$ cat src/rtl/alien_pkg.sv
// alien_pkg: shared constants for the alien formation march controller.
// Holds coordinate widths, default screen geometry, the march state codes
// and the step-period helper used when ALIEN_MARCH_SPEEDUP_EN is defined.
package alien_pkg;

    localparam int X_W      = 8;
    localparam int Y_W      = 7;
    localparam int ADDX_W   = 3;
    localparam int ALIENS_W = 6;

    localparam int unsigned DEF_SCREEN_W        = 160;
    localparam int unsigned DEF_FORMATION_W     = 88;
    localparam int unsigned DEF_STEP_X          = 2;
    localparam int unsigned DEF_STEP_Y          = 4;
    localparam int unsigned DEF_Y_LIMIT         = 80;
    localparam int unsigned DEF_FRAMES_PER_STEP = 16;

    // March state codes
    localparam logic [1:0] ST_IDLE   = 2'd0;
    localparam logic [1:0] ST_MARCH  = 2'd1;
    localparam logic [1:0] ST_HOLD   = 2'd2;
    localparam logic [1:0] ST_LANDED = 2'd3;

    // Frames per step as the formation thins out; never below one frame.
    function automatic int unsigned march_period(input logic [ALIENS_W-1:0] aliens,
                                                 input int unsigned         base);
        int unsigned p;
        if (aliens >= 6'd32)      p = base;
        else if (aliens >= 6'd16) p = base / 2;
        else if (aliens >= 6'd8)  p = base / 4;
        else if (aliens >= 6'd2)  p = base / 8;
        else                      p = 1;
        if (p < 1) p = 1;
        return p;
    endfunction

endpackage

$ cat src/rtl/alien_march_ctrl_pacer.sv
// march_pacer: counts frame strobes and raises step_req on the frame that
// completes a step period. Optional macro ALIEN_MARCH_SPEEDUP_EN makes the
// period follow aliens_left; otherwise the period is FRAMES_PER_STEP.
module march_pacer
    import alien_pkg::*;
#(
    parameter int unsigned FRAMES_PER_STEP = DEF_FRAMES_PER_STEP
) (
    input  logic                clk,
    input  logic                reset_n,
    input  logic                frame_tick,
    input  logic                hold,
    input  logic                clear,
    input  logic [ALIENS_W-1:0] aliens_left,
    output logic                step_req
);

    localparam int unsigned CNT_W = $clog2(FRAMES_PER_STEP + 1);

    logic [CNT_W-1:0] cnt_p0;
    logic [CNT_W-1:0] period;

`ifdef ALIEN_MARCH_SPEEDUP_EN
    logic [CNT_W-1:0] period_p0;

    // Period is latched on restart and on every step, so a shrinking period
    // always takes effect with the counter at zero and can never strand it.
    always_ff @(posedge clk or negedge reset_n) begin
        if (!reset_n)
            period_p0 <= CNT_W'(FRAMES_PER_STEP);
        else if (clear || step_req)
            period_p0 <= CNT_W'(march_period(aliens_left, FRAMES_PER_STEP));
    end

    assign period = period_p0;
`else
    logic unused_aliens;
    assign unused_aliens = ^aliens_left;
    assign period        = CNT_W'(FRAMES_PER_STEP);
`endif

    // Restart has priority; a held pacer ignores frame strobes entirely.
    assign step_req = frame_tick && !hold && !clear && (cnt_p0 == period - 1'b1);

    // Frame counter: wraps to zero on the step frame, frozen while held.
    always_ff @(posedge clk or negedge reset_n) begin
        if (!reset_n)
            cnt_p0 <= '0;
        else if (clear)
            cnt_p0 <= '0;
        else if (frame_tick && !hold)
            cnt_p0 <= step_req ? '0 : cnt_p0 + 1'b1;
    end

endmodule

$ cat src/rtl/alien_march_ctrl.sv
// alien_march_ctrl: formation-level march controller. Paces steps from the
// frame strobe, walks a shared x offset between the screen edges, drops and
// reverses at each edge, and flags landing at Y_LIMIT.
// Optional macro ALIEN_MARCH_SPEEDUP_EN (in march_pacer) speeds the march up
// as aliens_left falls.
module alien_march_ctrl
    import alien_pkg::*;
#(
    parameter int unsigned SCREEN_W        = DEF_SCREEN_W,
    parameter int unsigned FORMATION_W     = DEF_FORMATION_W,
    parameter int unsigned STEP_X          = DEF_STEP_X,
    parameter int unsigned STEP_Y          = DEF_STEP_Y,
    parameter int unsigned Y_LIMIT         = DEF_Y_LIMIT,
    parameter int unsigned FRAMES_PER_STEP = DEF_FRAMES_PER_STEP
) (
    input  logic                clk,
    input  logic                reset_n,
    input  logic                start,
    input  logic                frame_tick,
    input  logic                freeze,
    input  logic [ALIENS_W-1:0] aliens_left,
    output logic [ADDX_W-1:0]   add_x,
    output logic                dir_left,
    output logic [X_W-1:0]      x_offset,
    output logic [Y_W-1:0]      y_offset,
    output logic                step_pulse,
    output logic                landed
);

    // Edge and floor tests run in 9 bits so the sums cannot wrap.
    localparam logic [8:0]        SCREEN_W9 = 9'(SCREEN_W);
    localparam logic [8:0]        FORM_W9   = 9'(FORMATION_W);
    localparam logic [8:0]        STEP_X9   = 9'(STEP_X);
    localparam logic [8:0]        STEP_Y9   = 9'(STEP_Y);
    localparam logic [8:0]        Y_LIMIT9  = 9'(Y_LIMIT);
    localparam logic [X_W-1:0]    STEP_XX   = X_W'(STEP_X);
    localparam logic [Y_W-1:0]    STEP_YY   = Y_W'(STEP_Y);
    localparam logic [Y_W-1:0]    Y_LIMITY  = Y_W'(Y_LIMIT);
    localparam logic [ADDX_W-1:0] STEP_ADDX = ADDX_W'(STEP_X);

    logic [1:0]        state_p1;
    logic [X_W-1:0]    x_off_p1;
    logic [Y_W-1:0]    y_off_p1;
    logic              dir_p1;
    logic              landed_p1;
    logic [ADDX_W-1:0] add_x_p1;
    logic              vld_p1;

    logic       step_req;
    logic       pacer_hold;
    logic [8:0] x9;
    logic       can_move;

    // True when the next drop reaches or passes the landing row.
    function automatic logic floor_hit(input logic [Y_W-1:0] y);
        return ({2'b00, y} + STEP_Y9) >= Y_LIMIT9;
    endfunction

    // Next drop offset, saturated at the landing row.
    function automatic logic [Y_W-1:0] drop_sat(input logic [Y_W-1:0] y);
        return floor_hit(y) ? Y_LIMITY : y + STEP_YY;
    endfunction

    assign pacer_hold = (state_p1 != ST_MARCH) || freeze;

    march_pacer #(
        .FRAMES_PER_STEP (FRAMES_PER_STEP)
    ) u_pacer (
        .clk         (clk),
        .reset_n     (reset_n),
        .frame_tick  (frame_tick),
        .hold        (pacer_hold),
        .clear       (start),
        .aliens_left (aliens_left),
        .step_req    (step_req)
    );

    // Decide whether this step still fits on screen in the current direction.
    always_comb begin
        x9       = {1'b0, x_off_p1};
        can_move = dir_p1 ? (x9 >= STEP_X9)
                          : ((x9 + STEP_X9 + FORM_W9) <= SCREEN_W9);
    end

    // ---- stage p1: march state and registered step results ----
    always_ff @(posedge clk or negedge reset_n) begin
        if (!reset_n) begin
            state_p1  <= ST_IDLE;
            x_off_p1  <= '0;
            y_off_p1  <= '0;
            dir_p1    <= 1'b0;
            landed_p1 <= 1'b0;
            add_x_p1  <= '0;
            vld_p1    <= 1'b0;
        end else begin
            add_x_p1 <= '0;
            vld_p1   <= 1'b0;
            if (start) begin
                state_p1  <= ST_MARCH;
                x_off_p1  <= '0;
                y_off_p1  <= '0;
                dir_p1    <= 1'b0;
                landed_p1 <= 1'b0;
            end else begin
                case (state_p1)
                    ST_MARCH: begin
                        if (freeze) begin
                            state_p1 <= ST_HOLD;
                        end else if (step_req) begin
                            vld_p1 <= 1'b1;
                            if (can_move) begin
                                x_off_p1 <= dir_p1 ? x_off_p1 - STEP_XX : x_off_p1 + STEP_XX;
                                add_x_p1 <= STEP_ADDX;
                            end else begin
                                dir_p1   <= ~dir_p1;
                                y_off_p1 <= drop_sat(y_off_p1);
                                if (floor_hit(y_off_p1)) begin
                                    landed_p1 <= 1'b1;
                                    state_p1  <= ST_LANDED;
                                end
                            end
                        end
                    end
                    ST_HOLD: begin
                        if (!freeze)
                            state_p1 <= ST_MARCH;
                    end
                    default: ;
                endcase
            end
        end
    end

    assign add_x      = add_x_p1;
    assign dir_left   = dir_p1;
    assign x_offset   = x_off_p1;
    assign y_offset   = y_off_p1;
    assign step_pulse = vld_p1;
    assign landed     = landed_p1;

endmodule

$ cat config.mk
export PLATFORM = sky130hd
export DESIGN_NAME = alien_march_ctrl
export DESIGN_NICKNAME = d
export VERILOG_FILES = /design/src/rtl/alien_pkg.sv /design/src/rtl/alien_march_ctrl_pacer.sv /design/src/rtl/alien_march_ctrl.sv
export SDC_FILE = /design/constraint.sdc
export NUM_CORES = 1
export LEC_CHECK = 0
export CORE_MARGIN = 3
export CORE_UTILIZATION = 25
export CTS_BUF_LIST = sky130_fd_sc_hd__clkbuf_8 sky130_fd_sc_hd__clkbuf_16
export CTS_CLUSTER_DIAMETER = 120
export CTS_CLUSTER_SIZE = 25
export DETAILED_ROUTE_END_ITERATION = 10
export GPL_ROUTABILITY_DRIVEN = 0
export GPL_TIMING_DRIVEN = 0
export PLACE_DENSITY = 0.56
export SYNTH_ARGS = -nofsm -noshare
export SYNTH_HDL_FRONTEND = slang
export SYNTH_HIERARCHICAL = 1
export SYNTH_SLANG_ARGS = --single-unit
$ cat constraint.sdc
create_clock -name clk -period 5.5 [get_ports clk]
set_clock_uncertainty 0.2 [all_clocks]
set_input_delay 1.1 -clock clk [delete_from_list [all_inputs] [get_ports clk]]
set_output_delay 1.1 -clock clk [all_outputs]
set_load 0.02 [all_outputs]
## Word level (Yosys, flattened, before mapping)

Index checks and enable logic that the tools add are counted.

- $add $sub $neg: 7
- Magnitude comparators: 3
- Equality and inequality tests: 10
- Multiplexer cells: 43
- Bitwise operators: 1
- Reductions and logical operators: 16

Operators by type and width:

| operator | number |
|---|---|
| $mux 8 | 6 |
| $mux 7 | 6 |
| $mux 2 | 10 |
| $mux 1 | 16 |
| $mux 5 | 3 |
| $reduce_and 5->1 | 2 |
| $reduce_bool 2->1 | 5 |
| $add 8x2->9 const B | 1 |
| $add 9x7->9 const B | 1 |
| $le 9x8->1 const B | 1 |
| $add 7x3->8 const B | 1 |
| $add 8x2->8 const B | 1 |
| $ge 8x2->1 const B | 1 |
| $ge 8x7->1 const B | 1 |
| $ne 4x4->1 const B | 2 |
| $reduce_and 4->1 | 2 |
| $sub 8x2->8 const B | 1 |
| $add 7x3->7 const B | 1 |
| $add 5x1->5 const B | 1 |
| $eq 5x4->1 const B | 1 |
| $ne 2x2->1 const B | 2 |
| $ne 4x3->1 const B | 1 |
| $pmux 2 s2 | 1 |
| $logic_and 1x1->1 | 3 |
| 9 further kinds | 10 |

- Register bits after elaboration: 28
- Input bits: 11
- Output and inout bits: 21
- Logic and storage cells: 88

## Logic depth before layout (Yosys ltp)

- Depth in word-level cells: 10
- Mapped depth: 11
- Gate-level depth less buffers: 9

## Modules after synthesis

The synthesis kept the hierarchy.

Modules (own cells, without submodules):

| module | instances | cells each | area each (sq um) | seq. area each (sq um) |
|---|---|---|---|---|
| alien_march_ctrl | 1 | 146 | 1,263.7 | 450.4 |
| march_pacer | 1 | 27 | 262.8 | 125.1 |

## Least setup slack after synthesis

Ideal clock, no wire load.

- Path type: input -> register
- Start: input freeze
- End: register x_off_p1[4], in the netlist x_offset[4]
- Library setup time: 0.125 ns
- Data arrival time: 2.953 ns
- Required time: 5.175 ns
- Setup slack: 2.222 ns
- Stages: 10
- Path buffers: 2
- Path through: nor2_1 > nand2_1 > nand2b_4 > nor3_1 > and3_1 > clkbuf_1 > nand2_1 > clkbuf_1 > a211oi_1 > mux2_2

- Longest elaborated chain between the ends: 7
- Elaborated cells on any way between the ends: 8
- Classes of those cells: eq/ne: 1; reduce/logical: 7

Ends and longest elaborated chain:

| item | RTL line | RTL |
|---|---|---|
| from (decl) | alien_march_ctrl.sv:20 | `input logic freeze,` |
| $logic_or 1x1->1 | alien_march_ctrl.sv:64 | `assign pacer_hold = (state_p1 != ST_MARCH) \|\| freeze;` |
| named net pacer_hold | alien_march_ctrl.sv:50 | `logic pacer_hold;` |
| $logic_not 1->1 | alien_march_ctrl_pacer.sv:43 | `assign step_req = frame_tick && !hold && !clear && (cnt_p0 == period - 1'b1);` |
| $logic_and 1x1->1 (3 in series) | alien_march_ctrl_pacer.sv:43 |  |
| named net step_req | alien_march_ctrl.sv:49 | `logic step_req;` |
| $reduce_bool 2->1 (no source line) | -- |  |
| $reduce_and 4->1 (no source line) | -- |  |
| to (signal assigned) | alien_march_ctrl.sv:112 | `x_off_p1 <= dir_p1 ? x_off_p1 - STEP_XX : x_off_p1 + STEP_XX;` |
| to (decl) | alien_march_ctrl.sv:42 | `logic [X_W-1:0] x_off_p1;` |

The timed path passes the listed nets, and every way through them passes these cells.
A chain may end at the register's enable or synchronous reset.

## Final worst setup path

Same ends and word-level chain as after synthesis.

==> results.json <==
{
  "clock_latency_ns": 0.27,
  "whs_path_depth": 1,
  "first_iter_violations": 68,
  "grt_use_total_pct": 10.6,
  "slew_headroom_pct": 30.1,
  "setup_viol": 0,
  "cts_tree": "yes",
  "m1WireLength_mm": 1.80,
  "cts_sinks": 23,
  "grt_pass1_vias": 1278,
  "share_comb_of_total_power_pct": 8.1,
  "p_total_uw": 305,
  "synth_cells": 173,
  "leakage_nw": 0.727,
  "status": "finished, final reports clean",
  "post-cts-setup-buffer-count": 0,
  "worstSetupPathType": "in -> reg",
  "die-width_um": 84.1,
  "clk_pin_slew_worst_paths_ns": 0.09,
  "place_area_sq_mm": 0.00183,
  "place_ws_ns": 1.28,
  "wl_per_cell_um": 13.4,
  "fmax_mhz": 255,
  "startpoint_type": "primary input",
  "yosysUniqueCellTypes": 50,
  "drtPass1Iterations": 4,
  "vias": 1381,
  "port_buffers": 20,
  "nNetsFinal": 217,
  "finalSetupTns_ns": 0,
  "p_clk_share_pct": 35.0,
  "worstSetupEndpointType": "flop",
  "tightest_slew_ns": 1.05,
  "rrSetupSlack_ns": 2.44,
  "r2r_start": "state_p1[1]",
  "cts_max_path_buffers": 2,
  "num_rows": 27,
  "ctsRootBufferMaster": "clkbuf_8",
  "path_max_fanout": 10,
  "switching_share_pct": 24.0,
  "wl_met2_mm": 1.64,
  "hold_end": "y_offset[6]",
  "cts_buffers": 3,
  "hold_path.startpoint": "y_offset[6]",
  "maxCapViolCount": 0,
  "yosysTopAreaCell": "dfrtp_1",
  "mostFrequentLayoutCell": "dfrtp_1",
  "initial_core_util_pct": 26.7,
  "ys_async_sr_fraction_pct": 100,
  "wl_met3_um": 201,
  "synth-seq-area-share_pct": 37.7,
  "worstPathArrival_ns": 3.87,
  "synth_area_leaders": "dfrtp_1 38%, a21oi_1 4.9%, nand2_1 3.4%, nor2_1 3.4%, ha_1 3.3%",
  "rsz0062_at_grt": "no",
  "finalCriticalPeriod_ns": 3.92,
  "drt-total-wl_mm": 3.65,
  "die_area_sq_mm": 0.00708,
  "seqPwrFrac_pct": 56.9,
  "switchingPower_uw": 73.1,
  "syn-mean-instance-area_sq_um": 8.82,
  "diodes": 0,
  "mostFrequentLayoutCells": "23 x dfrtp_1, 20 x clkdlybuf4s50_1, 15 x a21oi_1",
  "drive_above_1_share_pct": 11.4,
  "area_growth_pct": 23.0,
  "synth-warning-count": 6,
  "worstReg2RegEnd": "x_offset[4]",
  "overflow": 0,
  "intPower_uw": 232,
  "drtAntennaViolNets": 0,
  "ios": 32,
  "highest_layer": "met4",
  "synth-seq-cells": 23,
  "synth_area_sq_mm": 0.00153,
  "dp_hpwl_mm": 2.62,
  "hold_path_class": "reg -> reg",
  "cts_hold_buf": 0,
  "fin_area_sq_mm": 0.00188,
  "reg2regPathDepth": 10,
  "slew_violations": 0,
  "min_period_over_period_pct": 71.2,
  "setup_slack_ns": 1.58,
  "critPathRequiredTime_ns": 5.45,
  "crit_start": "freeze",
  "peakVddDrop_uv": 121,
  "htree_levels": 1,
  "die_y_um": 84.1,
  "powerDensity_mw_per_mm2": 162,
  "hold_violations": 0,
  "core-area_sq_mm": 0.00571,
  "avgViaCountPerCell": 5.06,
  "cts_resized": 0,
  "grt_max_degree": 24,
  "synth_ff_type": "dfrtp_1",
  "antenna_found_initial": 0,
  "synth_top_area_share_pct": 37.7,
  "grt_pass1_wl_mm": 6.37,
  "drc": 0,
  "synth_edf_count": 0
}
worst max path at each step:
stage / end / slack (ns)
after floorplan: x_offset[4] / 2.22
after global placement: x_offset[4] / 1.33
after detailed placement: x_offset[4] / 1.28
after CTS: x_offset[4] / 1.56
after global routing: x_offset[4] / 1.30
final: x_offset[4] / 1.58
layout make-up:
class                      count  area (sq um)
buffer                        12          71.3
clock buffer                   3          41.3
clock inverter                 1          5.00
fill                         611          3830
inverter                       5          18.8
multi-input combinational    137           876
sequential                    23           576
tap                           72          90.1
timing repair buffer          20           200
synthesized netlist by cell type, drive strengths merged (5+ instances only):
cell type  instances
a21oi             15
a31oi              5
buf                7
clkbuf             5
dfrtp             23
inv                5
nand2             14
nand3             10
nor2              14
nor3               6
o21ai              5
or4                5
sequential cells by signal, summed over array words and instances (netlist names):
name and flops:
x_offset 7, u_pacer/cnt_p0 5, y_offset 5, state_p1 2, add_x 1, dir_left 1, landed 1, step_pulse 1
routing by layer:
| layer | track usage, % | up-vias |
|---|---|---|
| met1 | 15.5 | 656 |
| met4 | 0.877 | 0 |
| met2 | 16.6 | 32 |
| met3 | 2.36 | 2 |
| met5 | 0 | - |
| li1 | - | 691 |
worst max-delay path, cell delays in order:
cell	delay (ns)
clkdlybuf4s50_1	0.44
nor2_1	0.17
nand2_1	0.12
nand2b_4	0.18
nor3_1	0.27
and3_1	0.21
clkbuf_1	0.35
nand2_1	0.11
clkbuf_1	0.23
a211oi_1	0.31
mux2_2	0.36
through the flow:
step / hold slack, ns / std cells / utilization, %
after floorplan: 0.309 / 177 / -
after global placement: 0.286 / 269 / 32.1
after detailed placement: 0.291 / 269 / 32.1
after CTS: 0.303 / 273 / 32.9
after global routing: 0.351 / 273 / 32.9
final: 0.299 / 273 / 32.9
power by group through the flow:
stage	logic [mW]	clock network (mW)	registers [mW]
2_1_floorplan	0.0151	0	0.176
3_3_place_gp	0.0251	0	0.177
3_5_place_dp	0.0253	0	0.177
4_1_cts	0.0255	0.111	0.173
5_1_grt	0.0280	0.118	0.174
6_report	0.0247	0.107	0.173
cell families after synthesis:
family                     count (synthesis)  synth area share [%]
and+or+nand+nor                           78                  28.6
buffers and inverters                     17                  5.90
other                                      1                 0.246
muxes                                      2                  1.39
DFF                                       23                  37.7
adders and majority gates                  5                  3.93
AOI/OAI and AO/OA                         46                  21.6
xor gates and xnor gates                   1                 0.574
Power figures use the tool's default switching activity.
